<file path="src/rtl/mips_pkg.sv">
// Shared MIPS encoding constants and the IF/ID register bundle.
package mips_pkg;

    localparam logic [5:0] OP_RTYPE = 6'd0;
    localparam logic [5:0] OP_J     = 6'd2;
    localparam logic [5:0] OP_JAL   = 6'd3;
    localparam logic [5:0] OP_BEQ   = 6'd4;
    localparam logic [5:0] OP_BNE   = 6'd5;

    localparam int OPCODE_LSB = 26;
    localparam int RS_LSB     = 21;
    localparam int RT_LSB     = 16;
    localparam int RD_LSB     = 11;
    localparam int SHAMT_LSB  = 6;
    localparam int FUNCT_LSB  = 0;
    localparam int IMM_LSB    = 0;
    localparam int JT_LSB     = 0;

    typedef struct packed {
        logic [31:0] instr;
        logic [31:0] pc_plus4;
        logic        valid;
    } if_id_t;

    function automatic logic [31:0] sext16(input logic [15:0] v);
        return {{16{v[15]}}, v};
    endfunction

endpackage

</file>
<file path="src/rtl/instr_fields.sv">
// Combinational field extraction and instruction-class flags
// for the word held in the IF/ID register.
module instr_fields
    import mips_pkg::*;
(
    input  logic [31:0] instr,
    input  logic        valid,
    output logic [5:0]  opcode,
    output logic [4:0]  rs,
    output logic [4:0]  rt,
    output logic [4:0]  rd,
    output logic [4:0]  shamt,
    output logic [5:0]  funct,
    output logic [15:0] imm,
    output logic [31:0] imm_sext,
    output logic [31:0] br_off,
    output logic [25:0] jtarget,
    output logic        is_rtype,
    output logic        is_jump,
    output logic        is_branch
);

    assign opcode   = instr[OPCODE_LSB +: 6];
    assign rs       = instr[RS_LSB +: 5];
    assign rt       = instr[RT_LSB +: 5];
    assign rd       = instr[RD_LSB +: 5];
    assign shamt    = instr[SHAMT_LSB +: 5];
    assign funct    = instr[FUNCT_LSB +: 6];
    assign imm      = instr[IMM_LSB +: 16];
    assign jtarget  = instr[JT_LSB +: 26];
    assign imm_sext = sext16(imm);
    assign br_off   = {imm_sext[29:0], 2'b00};

    // A bubble decodes as opcode 0, so flags must be gated by valid.
    assign is_rtype  = valid && (opcode == OP_RTYPE);
    assign is_jump   = valid && (opcode == OP_J || opcode == OP_JAL);
    assign is_branch = valid && (opcode == OP_BEQ || opcode == OP_BNE);

endmodule

</file>
<file path="src/rtl/if_id_split.sv">
// IF/ID pipeline register with stall/flush and a decoded view
// of the held instruction word.
module if_id_split
    import mips_pkg::*;
#(
    parameter logic [31:0] NOP_INSTR = 32'h0000_0000
) (
    input  logic        clk,
    input  logic        rst_n,
    input  logic        in_valid,
    input  logic [31:0] in_instr,
    input  logic [31:0] in_pc_plus4,
    input  logic        stall,
    input  logic        flush,
    output logic        out_valid,
    output logic [5:0]  opcode,
    output logic [4:0]  rs,
    output logic [4:0]  rt,
    output logic [4:0]  rd,
    output logic [4:0]  shamt,
    output logic [5:0]  funct,
    output logic [15:0] imm,
    output logic [31:0] imm_sext,
    output logic [31:0] br_off,
    output logic [25:0] jtarget,
    output logic [3:0]  pc_nibble,
    output logic [31:0] pc_plus4,
    output logic        is_rtype,
    output logic        is_jump,
    output logic        is_branch
);

    if_id_t q;

    always_ff @(posedge clk) begin
        if (!rst_n || flush) begin
            q.instr    <= NOP_INSTR;
            q.pc_plus4 <= 32'h0;
            q.valid    <= 1'b0;
        end else if (!stall) begin
            q.instr    <= in_valid ? in_instr : NOP_INSTR;
            q.pc_plus4 <= in_pc_plus4;
            q.valid    <= in_valid;
        end
    end

    assign out_valid = q.valid;
    assign pc_plus4  = q.pc_plus4;
    assign pc_nibble = q.pc_plus4[31:28];

    instr_fields u_fields (
        .instr     (q.instr),
        .valid     (q.valid),
        .opcode    (opcode),
        .rs        (rs),
        .rt        (rt),
        .rd        (rd),
        .shamt     (shamt),
        .funct     (funct),
        .imm       (imm),
        .imm_sext  (imm_sext),
        .br_off    (br_off),
        .jtarget   (jtarget),
        .is_rtype  (is_rtype),
        .is_jump   (is_jump),
        .is_branch (is_branch)
    );

endmodule

</file>
<file path="config.mk">
export PLATFORM = sky130hd
export DESIGN_NAME = if_id_split
export DESIGN_NICKNAME = d
export VERILOG_FILES = /design/src/rtl/mips_pkg.sv /design/src/rtl/instr_fields.sv /design/src/rtl/if_id_split.sv
export SDC_FILE = /design/constraint.sdc
export NUM_CORES = 1
export LEC_CHECK = 0
export CAP_MARGIN = 20
export CELL_PAD_IN_SITES_DETAIL_PLACEMENT = 0
export CELL_PAD_IN_SITES_GLOBAL_PLACEMENT = 1
export CORE_ASPECT_RATIO = 1.5
export CORE_MARGIN = 2
export CORE_UTILIZATION = 25
export DETAILED_ROUTE_END_ITERATION = 8
export HOLD_SLACK_MARGIN = 0.06
export PLACE_DENSITY = 0.93
export REMOVE_ABC_BUFFERS = 1
export SLEW_MARGIN = 30
export SYNTH_ARGS = -nofsm -noshare
export SYNTH_HDL_FRONTEND = slang
export SYNTH_SLANG_ARGS = --single-unit
</file>
<file path="constraint.sdc">
create_clock -name clk -period 3 [get_ports clk]
set_input_delay 0.6 -clock clk [delete_from_list [all_inputs] [get_ports clk]]
set_output_delay 0.6 -clock clk [all_outputs]
set_load 0.01 [all_outputs]
</file>
# [Yosys cells after proc, flatten, opt, wreduce, memory -nomap -nowiden]
# Index checks and enable logic that the tools add are counted.
[op_classes] muxes=1 n_eq_ne=4 reduce_logical=8
[ops] cell="two-way mux 32 bit" n=1
[ops] cell="== test 6 x 2 -> 1 bit, second input constant" n=2
[ops] cell="== test 6 x 3 -> 1 bit, second input constant" n=2
[ops] cell="logical NOT 6 bit" n=1
[ops] cell="logical AND 1 bit" n=3
[ops] cell="logical OR 1 bit" n=3
[ops] cell="logical NOT 1 bit" n=1
[totals] elab_cells=16 output_inout_bits=178 in_bits=69 regBits=65

# [Depth between registers and ports, before layout]
[depth] ltp_word=3 depth_mapped=5 depth_no_buf=2

# [Modules after synthesis]
# A second synthesis with hierarchy kept.
[hier_totals] cells_unflattened=429 area_unflattened_um2=3793.6
[by_module_without_submodules] module="if_id_split" seq_area_each_um2=1301.2 cells_each=286 instances=1 area_each_um2=2713.9
[by_module_without_submodules] module="instr_fields" seq_area_each_um2=0.0 cells_each=143 instances=1 area_each_um2=1079.8

# [Least setup slack after synthesis]
# Ideal clock, no wire load.
[synth_timing] kind="flip-flop to output port" from="reg, netlist name q[64]" to="out is_rtype" stages_incl_launch_ff=3 arrival_time_ns=1.250 required_ns=2.400 path_buffers=0 setup_slack_ns=1.150 path_cell_list="dfxtp_1 -> or4b_4 -> nor4_1"
[synth_via] elab_chain_len=2
[synth_lines] item="logical NOT 6 bit" line="instr_fields.sv:35" rtl="assign is_rtype = valid && (opcode == OP_RTYPE);"
[synth_lines] item="logical AND 1 bit" line="instr_fields.sv:35"
[synth_lines] item="end: declaration" line="if_id_split.sv:28" rtl="output logic is_rtype,"
# Every way passes these cells.

# [Worst setup path in the final report]
[layout_timing] from="reg, netlist name q[64]" to="out is_jump"
[layout_via] elab_chain_len=3 word_cells_on_any_way=4 cone_classes="eq/ne (2); reduce/logical (2)"
[layout_lines] item="== test 6 x 2 -> 1 bit" line="instr_fields.sv:36" rtl="assign is_jump = valid && (opcode == OP_J || opcode == OP_JAL);"
[layout_lines] item="logical OR 1 bit (*)" line="instr_fields.sv:36"
[layout_lines] item="logical AND 1 bit (*)" line="instr_fields.sv:36"
[layout_lines] item="end: declaration" line="if_id_split.sv:29" rtl="output logic is_jump,"
# Mark *: on every way between the ends. The rest lies on a longest branch, timed or not.

==> flow_summary.toml <==
[run_status]
status = "complete, no violations"

[clock_tree]
root_buffer = "clkbuf_16"
max-clock-path-buffers = 2
clock_sinks = 65
hold_buffers = 0
clock_latency_ns = 0.31
cts-resized-gates = 0
cts_buffers = 9
post_cts_buffers = 0
cts_tree = "done"
htreeDepth = 3
cts.clk_slew.worst_paths_ns = 0.05

[worst_setup_path]
cp.required_ns = 2.40
cp_slowest_cell = "clkdlybuf4s50_1"
critical_path_class = "flip-flop to output port"
cp-start-kind = "flip-flop"
cp_max_fo = 3
crit_family = "simple AND/OR/NAND/NOR gates"
cpPeakStageDelay_ns = 0.57
cp_num_buf_inv = 1
worstPathCellList = "or4b_4 > nor3b_1 > clkdlybuf4s50_1"
cp.arrival_ns = 1.97
cp-end-kind = "output port"

[global_routing]
grt_pass1_vias = 2610
grt_max_degree = 52
grt_usage_pct = 11.9
grt_overflow = 0
grt_pass1_wl_um = 13200
antenna_found_initial = 0

[floorplanning]
ios = 247
core_region_area_sq_um = 12800
initial_core_util_pct = 25.3
rows = 51
die_area_sq_um = 13900
die_y_um = 144
die_width_um = 97.1

[layout]
final_layout_size_suffix_gt1_share_pct = 4.43
stdcell_area_sq_um = 5320
area_growth_pct = 63.9
nNetsFinal = 562
fin_util_pct = 41.5
antennaDiodeCount = 0
final_cells = 656

[route]
first_pass_iters = 4
drcViolationCount = 0
num_vias = 2769
drt_iter0_markers = 63
wl_um = 8810
post_drt_wl_per_cell_um = 13.4
ant_nets = 0
avgViaCountPerCell = 4.22

[worst_hold_path]
worstHoldPathType = "flip-flop to flip-flop"

[sta]
hold_ws_ns = 0.462
finClkSkew_ns = 0
worst_slew_pin_slew_ns = 0.566
hold_viol_final = 0
rsz0062_at_grt = "no"
fmax_ghz = 0.389
period_needed_ns = 2.57
setup_viol = 0
period_share_pct = 85.7
max-slew-margin-rel_pct = 62.2
slew_viol_final = 0

[synthesis]
syn_avg_cell_area_sq_um = 8.90
syn_area_sq_um = 3250
ys_warn_count = 0
ys_ff_latch = 65
yosysUniqueCellTypes = 16
synth_cells = 365
ys_seq_area_share_pct = 40.1

[power_and_ir_drop]
powerDensity_nw_per_um2 = 425
p_leak_nw = 1.92
vdd_drop_max_mv = 0.217

[job]
max-cap-violations = 0

[place]
dp_hpwl_um = 6590
io_buffers = 244
placed_area_sq_um = 5030
placed_cells = 641
globalplace.congestion = 0.801
logic make-up after synthesis:
family | synth area share [%]
flip-flops | 40.1
other | 0.115
buffers and inverters | 28.4
AND/OR/NAND/NOR | 16.3
multiplexers | 10.2
AO/OA/AOI/OAI | 4.93
worst register-to-register path: stages, from the launching register on:
cell	delay (ns)
dfxtp_1	0.43
nand2_1	0.09
a21oi_1	0.14
placed cells by master (no fill, tap or decap), drive strengths merged:
cell,Yosys,final
a21oi,32,32
buf,126,5
bufinv,0,1
clkbuf,6,12
clkdlybuf4s50,0,243
clkinv,0,2
conb,1,2
dfxtp,65,65
mux2i,33,33
nand2,32,32
nand2b,1,1
nand3b,32,32
nor2,33,33
nor3b,2,2
nor4,1,1
or4b,1,1
flip-flops by register name, summed over array words and instances (netlist names):
name,cells
out_valid,1
q,32
pc_plus4,32
cells in the mapped netlist:
library cell | number | area share (%)
dfxtp_1 | 65 | 40
nand2b_1 | 1 | 0.19
nand3b_1 | 32 | 7.4
nor3b_2 | 1 | 0.39
nor2_1 | 33 | 3.8
nand2_1 | 32 | 3.7
mux2i_1 | 33 | 10
buf_1 | 5 | 0.58
a21oi_1 | 32 | 4.9
buf_2 | 11 | 1.7
nor4_1 | 1 | 0.19
clkbuf_1 | 6 | 0.69
buf_4 | 110 | 25
nor3b_1 | 1 | 0.23
or4b_4 | 1 | 0.42
conb_1 | 1 | 0.12
final cells by class:
type                            count  area [sq um]
Sequential cell                    65          1300
Multi-Input combinational cell    169          1030
Clock buffer                       12           256
Timing Repair Buffer              248          2490
Clock inverter                      3          40.0
Fill cell                        1251          7500
Tap cell                          159           199
through the flow:
step	TNS (ns)	total power, mW	setup slack [ns]
2_1_floorplan	-4.73	1.01	-0.135
4_1_cts	0	2.31	0.396
3_5_place_dp	0	1.25	0.748
3_3_place_gp	0	1.25	0.776
6_report	0	2.26	0.429
5_1_grt	0	2.37	0.370
worst paths after layout:
kind / start / end / slack (ns) / cells past startpoint
max: q[64] / is_jump / 0.43 / 3
min: q[48] / q[48] / 0.46 / 2
max reg2reg: q[36] / q[36] / 2.28 / 2
min reg2reg: q[48] / q[48] / 0.46 / 2
report_power, final:
group / switching (mW) / internal [mW] / total [mW]
clock network: 0.347 / 0.680 / 1.03
logic: 0.124 / 0.204 / 0.328
registers: 0.0179 / 0.888 / 0.906
total: 0.489 / 1.77 / 2.26
metal layers:
| metal | up-vias | GRT usage, % | routed length, um |
|---|---|---|---|
| li1 | 1326 | - | - |
| met1 | 1267 | 11.4 | 3150 |
| met2 | 158 | 23.0 | 4770 |
| met3 | 18 | 3.94 | 682 |
| met4 | 0 | 5.19 | 204 |
| met5 | - | 0 | 0 |
No activity file was read; power rests on OpenSTA's default activity.
